--- config.mk ---
export PLATFORM = sky130hd
export DESIGN_NAME = ex_mem_flag_stage_flat
export DESIGN_NICKNAME = d
export VERILOG_FILES = /design/src/rtl/ex_mem_flag_stage_if.sv /design/src/rtl/ex_mem_flag_stage.sv /design/src/flat_wrapper.sv
export SDC_FILE = /design/constraint.sdc
export NUM_CORES = 1
export LEC_CHECK = 0
export BUFFER_PORTS_ARGS = -buffer_cell sky130_fd_sc_hd__buf_2
export CORE_ASPECT_RATIO = 1.2
export CORE_MARGIN = 4
export CORE_UTILIZATION = 43
export CTS_BUF_LIST = sky130_fd_sc_hd__clkbuf_4 sky130_fd_sc_hd__clkbuf_8 sky130_fd_sc_hd__clkbuf_16
export CTS_CLUSTER_DIAMETER = 100
export DETAILED_ROUTE_END_ITERATION = 7
export MAX_ROUTING_LAYER = met4
export PLACE_DENSITY = 0.78
export SYNTH_ARGS = -nofsm -noshare
export SYNTH_HDL_FRONTEND = slang
export SYNTH_SLANG_ARGS = --single-unit
export TNS_END_PERCENT = 100
--- constraint.sdc ---
create_clock -name clk -period 1.7 [get_ports clk]
set_clock_uncertainty 0.05 [all_clocks]
set_input_delay 0.425 -clock clk [delete_from_list [all_inputs] [get_ports clk]]
set_output_delay 0.425 -clock clk [all_outputs]
set_load 0.05 [all_outputs]
--- src/rtl/ex_mem_flag_stage_if.sv ---
// rtl/ex_mem_flag_stage_if.sv - EX-to-MEM pipeline bundle: EX-side inputs and MEM-side registered outputs.
interface ex_mem_flag_stage_if #(
  parameter int DATA_W     = 16,
  parameter int REG_ADDR_W = 4
);
  logic                  ex_valid;
  logic [3:0]            ex_op;
  logic [DATA_W-1:0]     ex_alu_out;
  logic                  ex_n;
  logic                  ex_z;
  logic                  ex_v;
  logic [2:0]            ex_cond;
  logic [DATA_W-1:0]     ex_store_data;
  logic [REG_ADDR_W-1:0] ex_rd;
  logic                  ex_we;

  logic                  mem_valid;
  logic [3:0]            mem_op;
  logic [DATA_W-1:0]     mem_alu_out;
  logic [DATA_W-1:0]     mem_store_data;
  logic [REG_ADDR_W-1:0] mem_rd;
  logic                  mem_we;
  logic                  mem_br_taken;

  modport master (
    output ex_valid, ex_op, ex_alu_out, ex_n, ex_z, ex_v, ex_cond,
           ex_store_data, ex_rd, ex_we,
    input  mem_valid, mem_op, mem_alu_out, mem_store_data, mem_rd,
           mem_we, mem_br_taken
  );

  modport slave (
    input  ex_valid, ex_op, ex_alu_out, ex_n, ex_z, ex_v, ex_cond,
           ex_store_data, ex_rd, ex_we,
    output mem_valid, mem_op, mem_alu_out, mem_store_data, mem_rd,
           mem_we, mem_br_taken
  );
endinterface

--- src/rtl/ex_mem_flag_stage.sv ---
// rtl/ex_mem_flag_stage.sv - EX/MEM pipeline register with N/Z/V condition codes and branch resolution.
module ex_mem_flag_stage #(
  parameter int DATA_W     = 16,
  parameter int REG_ADDR_W = 4
) (
  input  logic                clk,
  input  logic                rst,
  input  logic                stall,
  input  logic                flush,
  ex_mem_flag_stage_if.slave  bus,
  output logic                flag_n,
  output logic                flag_z,
  output logic                flag_v
);

  localparam logic [3:0] OP_ADD  = 4'h0;
  localparam logic [3:0] OP_SUB  = 4'h1;
  localparam logic [3:0] OP_NAND = 4'h2;
  localparam logic [3:0] OP_XOR  = 4'h3;
  localparam logic [3:0] OP_INC  = 4'h4;
  localparam logic [3:0] OP_B    = 4'hC;
  localparam logic [3:0] OP_NOP  = 4'hF;

  localparam logic [DATA_W-1:0]     ZERO_DATA = '0;
  localparam logic [REG_ADDR_W-1:0] ZERO_RD   = '0;

  logic capture;
  logic flag_op;
  logic cond_true;
  logic br_taken_next;

  // A real instruction moves into MEM only when not stalled and not flushed.
  always_comb begin
    capture = !stall && !flush && bus.ex_valid;
  end

  always_comb begin
    flag_op = 1'b0;
    case (bus.ex_op)
      OP_ADD, OP_SUB, OP_NAND, OP_XOR, OP_INC: flag_op = 1'b1;
      default:                                 flag_op = 1'b0;
    endcase
  end

  // Branches test the flags already in the register, i.e. the previous producer's result.
  always_comb begin
    cond_true = 1'b0;
    case (bus.ex_cond)
      3'b000:  cond_true = !flag_z;
      3'b001:  cond_true = flag_z;
      3'b010:  cond_true = !flag_z && !flag_n;
      3'b011:  cond_true = flag_n;
      3'b100:  cond_true = !flag_n || flag_z;
      3'b101:  cond_true = flag_n || flag_z;
      3'b110:  cond_true = flag_v;
      default: cond_true = 1'b1;
    endcase
  end

  always_comb begin
    br_taken_next = (bus.ex_op == OP_B) && cond_true;
  end

  always_ff @(posedge clk or posedge rst) begin
    if (rst) begin
      bus.mem_valid      <= 1'b0;
      bus.mem_op         <= OP_NOP;
      bus.mem_alu_out    <= ZERO_DATA;
      bus.mem_store_data <= ZERO_DATA;
      bus.mem_rd         <= ZERO_RD;
      bus.mem_we         <= 1'b0;
      bus.mem_br_taken   <= 1'b0;
    end else if (!stall) begin
      if (capture) begin
        bus.mem_valid      <= 1'b1;
        bus.mem_op         <= bus.ex_op;
        bus.mem_alu_out    <= bus.ex_alu_out;
        bus.mem_store_data <= bus.ex_store_data;
        bus.mem_rd         <= bus.ex_rd;
        bus.mem_we         <= bus.ex_we;
        bus.mem_br_taken   <= br_taken_next;
      end else begin
        bus.mem_valid      <= 1'b0;
        bus.mem_op         <= OP_NOP;
        bus.mem_alu_out    <= ZERO_DATA;
        bus.mem_store_data <= ZERO_DATA;
        bus.mem_rd         <= ZERO_RD;
        bus.mem_we         <= 1'b0;
        bus.mem_br_taken   <= 1'b0;
      end
    end
  end

  always_ff @(posedge clk or posedge rst) begin
    if (rst) begin
      flag_n <= 1'b0;
      flag_z <= 1'b0;
      flag_v <= 1'b0;
    end else if (capture && flag_op) begin
      flag_n <= bus.ex_n;
      flag_z <= bus.ex_z;
      flag_v <= bus.ex_v;
    end
  end

endmodule
--- src/flat_wrapper.sv ---
// flat-port wrapper written by rule: the top's interface ports become plain ports
module ex_mem_flag_stage_flat 
#(
  parameter int DATA_W     = 16,
  parameter int REG_ADDR_W = 4
)
  (clk, rst, stall, flush, flag_n, flag_z, flag_v, bus_ex_valid, bus_ex_op, bus_ex_alu_out, bus_ex_n, bus_ex_z, bus_ex_v, bus_ex_cond, bus_ex_store_data, bus_ex_rd, bus_ex_we, bus_mem_valid, bus_mem_op, bus_mem_alu_out, bus_mem_store_data, bus_mem_rd, bus_mem_we, bus_mem_br_taken);
  ex_mem_flag_stage_if #(.DATA_W(DATA_W), .REG_ADDR_W(REG_ADDR_W)) bus_i ();
  input  logic clk;
  input  logic rst;
  input  logic stall;
  input  logic flush;
  output logic flag_n;
  output logic flag_z;
  output logic flag_v;
  input wire logic [$bits(bus_i.ex_valid)-1:0] bus_ex_valid;
  input wire logic [$bits(bus_i.ex_op)-1:0] bus_ex_op;
  input wire logic [$bits(bus_i.ex_alu_out)-1:0] bus_ex_alu_out;
  input wire logic [$bits(bus_i.ex_n)-1:0] bus_ex_n;
  input wire logic [$bits(bus_i.ex_z)-1:0] bus_ex_z;
  input wire logic [$bits(bus_i.ex_v)-1:0] bus_ex_v;
  input wire logic [$bits(bus_i.ex_cond)-1:0] bus_ex_cond;
  input wire logic [$bits(bus_i.ex_store_data)-1:0] bus_ex_store_data;
  input wire logic [$bits(bus_i.ex_rd)-1:0] bus_ex_rd;
  input wire logic [$bits(bus_i.ex_we)-1:0] bus_ex_we;
  output wire logic [$bits(bus_i.mem_valid)-1:0] bus_mem_valid;
  output wire logic [$bits(bus_i.mem_op)-1:0] bus_mem_op;
  output wire logic [$bits(bus_i.mem_alu_out)-1:0] bus_mem_alu_out;
  output wire logic [$bits(bus_i.mem_store_data)-1:0] bus_mem_store_data;
  output wire logic [$bits(bus_i.mem_rd)-1:0] bus_mem_rd;
  output wire logic [$bits(bus_i.mem_we)-1:0] bus_mem_we;
  output wire logic [$bits(bus_i.mem_br_taken)-1:0] bus_mem_br_taken;
  assign bus_i.ex_valid = bus_ex_valid;
  assign bus_i.ex_op = bus_ex_op;
  assign bus_i.ex_alu_out = bus_ex_alu_out;
  assign bus_i.ex_n = bus_ex_n;
  assign bus_i.ex_z = bus_ex_z;
  assign bus_i.ex_v = bus_ex_v;
  assign bus_i.ex_cond = bus_ex_cond;
  assign bus_i.ex_store_data = bus_ex_store_data;
  assign bus_i.ex_rd = bus_ex_rd;
  assign bus_i.ex_we = bus_ex_we;
  assign bus_mem_valid = bus_i.mem_valid;
  assign bus_mem_op = bus_i.mem_op;
  assign bus_mem_alu_out = bus_i.mem_alu_out;
  assign bus_mem_store_data = bus_i.mem_store_data;
  assign bus_mem_rd = bus_i.mem_rd;
  assign bus_mem_we = bus_i.mem_we;
  assign bus_mem_br_taken = bus_i.mem_br_taken;
  ex_mem_flag_stage #(.DATA_W(DATA_W), .REG_ADDR_W(REG_ADDR_W)) u_core (.clk(clk), .rst(rst), .stall(stall), .flush(flush), .bus(bus_i), .flag_n(flag_n), .flag_z(flag_z), .flag_v(flag_v));
endmodule
==> metrics.csv <==
metric;value;unit
number of remaining DRC errors;0;
fin crit period;1.55;ns
Reg clk slew, reported paths;0.08;ns
detailed-route via count;1412;
postcts setup bufs;0;
Routed WL per cell;14.0;um
P_sw;783;uW
pin count of the biggest net entering global routing;47;
CP startpoint kind;flip-flop;
Cell variety after synth;22;
final slew viol count;0;
CP max stage delay;0.54;ns
Syn Nets;178;
hold_ws;0.111;ns
antenna violations before repair;0;
CP Capture Type;primary output;
H-tree Lvls;2;
area grow syn2layout;37.6;%
Bufs and invs on worst path;1;
flops & latches, synth;46;
worst rel slew slack;76.7;%
gr ovfl total;0;
crit path DAT;1.08;ns
FF-to-FF End;u_core.bus.mem_br_taken;
sequential fraction of the synthesis area;65.9;%
GPL Wtd Cong;0.718;
global-route wire length before repair;6340;um
CP max FO;2;
Vias/cell;5.02;
CTS Hold Bufs;0;
Sum Neg Setup Slack;0;ns
internal power;1670;uW
Routed WL;3950;um
most common cell after layout, fill and taps aside;buf_2;
buffer type at the clock tree root;clkbuf_8;
Post-Syn Instances;126;
Starting Density;44.5;%
Rows;25;
Tot GR Track Use;16.2;%
fmax;644;MHz
syn_area_per_cell;13.9;um2
cells along the critical path;buf_2;
DRT antenna net count;0;
Comb pwr share;23.1;%
Sw Share;31.9;%
Synth Warn #;0;
Final period util;91.4;%
nets@finish;278;
Die Y;78.0;um
Finished Cell Area;2410;um2
Cell Pwr Density;1020;nW/um2
Pre-antenna DRT Iters;4;
antenna cell count;0;
CTS tree;built;
Tightest Pin Transition;0.345;ns
share of cells above drive strength 1;53.3;%
DIE AREA;5170;um2
clock buffer depth;2;
final setup fails;0;
Area contributors post-synth;dfrtp_1, a22o_1, dfstp_2, nand3b_1, mux2_2;
Ports;98;
slowest CP cell;dfstp_2;
post-synth top area share;59.9;%
final setup margin;0.147;ns
Max Cap Violations;0;
leakage power figure;0.00135;uW
area leader, netlist;dfrtp_1;
Die Wd;66.3;um
buffers added on ports;97;
Setup CP Type;reg -> out;
worst endpoint required time;1.22;ns
DP Area;2320;um2
post-detail-place hpwl;2980;um
DRT iter0 DRCs;50;
commonest non-fill, non-tap cells in the layout;buf_2, dfrtp_1, a22o_1, clkbuf_8;
reg-to-reg slack, setup;0.43;ns
worst r2r src;u_core.flag_z;
total CTS buffers;5;
Clock Latency Late Sink;0.29;ns
Seq pwr share;49.7;%
vias in the first global route;1423;
Worst Reg-to-Reg Cells;3;
status;complete, no violations;
cts repair resizes;0;
unrepaired setup endpoints after global routing;false;
cell area after synthesis;1750;um2
pre-CTS setup slack;0.153;ns
Crit path max-delay family;flip-flops;
Final Hold Viols;0;
VDD IR max;0.000586;V
Clock Power Share;27.2;%
worst min path class;in -> async;
Design Power;2450;uW
core box area;3940;um2
Num Clock Sinks;46;
[registers in the layout, summed over array words and instances, names as in the netlist]
register / count
u_core.bus.mem_alu_out: 16
u_core.bus.mem_store_data: 16
u_core.bus.mem_we: 1
u_core.flag_n: 1
u_core.bus.mem_br_taken: 1
u_core.bus.mem_rd: 4
u_core.bus.mem_op: 4
u_core.flag_v: 1
u_core.flag_z: 1
u_core.bus.mem_valid: 1
[how the worst max path moves through the flow]
stage,startpoint,endpoint,cells after the start
CTS,u_core.bus.mem_op[3],bus_mem_op[3],1
floorplan,rst,u_core.bus.mem_alu_out[0],1
finish,u_core.bus.mem_op[3],bus_mem_op[3],1
global route,u_core.bus.mem_op[3],bus_mem_op[3],1
global placement,stall,u_core.bus.mem_br_taken,4
detailed placement,stall,u_core.bus.mem_br_taken,4
[cell usage after synthesis (all sizes together)]
library cell	number
dfrtp	42
a22o	37
buf	6
inv	5
nand3b	5
a21oi	4
clkbuf	4
dfstp	4
nor2	4
mux2	3
nand2	2
a32o	1
a41o	1
mux2i	1
nand2b	1
nand4bb	1
nor3b	1
nor4	1
nor4b	1
o21ai	1
or3b	1
[logic make-up (layout without fill, tap and decap cells)]
family	Yosys count	after routing	synth area share [%]
buffers and inverters	15	116	3.99
AND/OR/NAND/NOR	17	17	6.56
multiplexers	4	4	2.50
AO/OA/AOI/OAI	44	44	21.0
flip-flops	46	46	65.9
[through the flow]
step	std cells	utilization, %
2_1_floorplan	126	-
3_3_place_gp	273	58.8
3_5_place_dp	273	58.8
4_1_cts	281	61.2
5_1_grt	281	61.2
6_report	281	61.2
[metal layers]
metal  track usage, %  vias to the layer above  part of all wire [%]
met5                -                        -                     0
met4             3.66                        0                  0.58
met3             4.05                        4                   8.2
met2             26.7                       69                    48
met1             20.0                      671                    43
li1                 -                      668                     -
[power groups by stage]
stage	clock network, uW	logic (uW)	registers (uW)
floorplan	0	133	1500
global placement	0	565	1240
detailed placement	0	574	1240
CTS	698	572	1220
global route	744	600	1230
finish	668	566	1220
[layout make-up]
type                       instances  area (um2)
tap                               54        67.6
clock inverter                     2        12.5
clock buffer                       6        82.6
timing repair buffer             103         543
fill                             339        1530
inverter                           5        18.8
multi-input combinational         65         533
sequential                        46        1160
(Power assumes the default switching activity.)
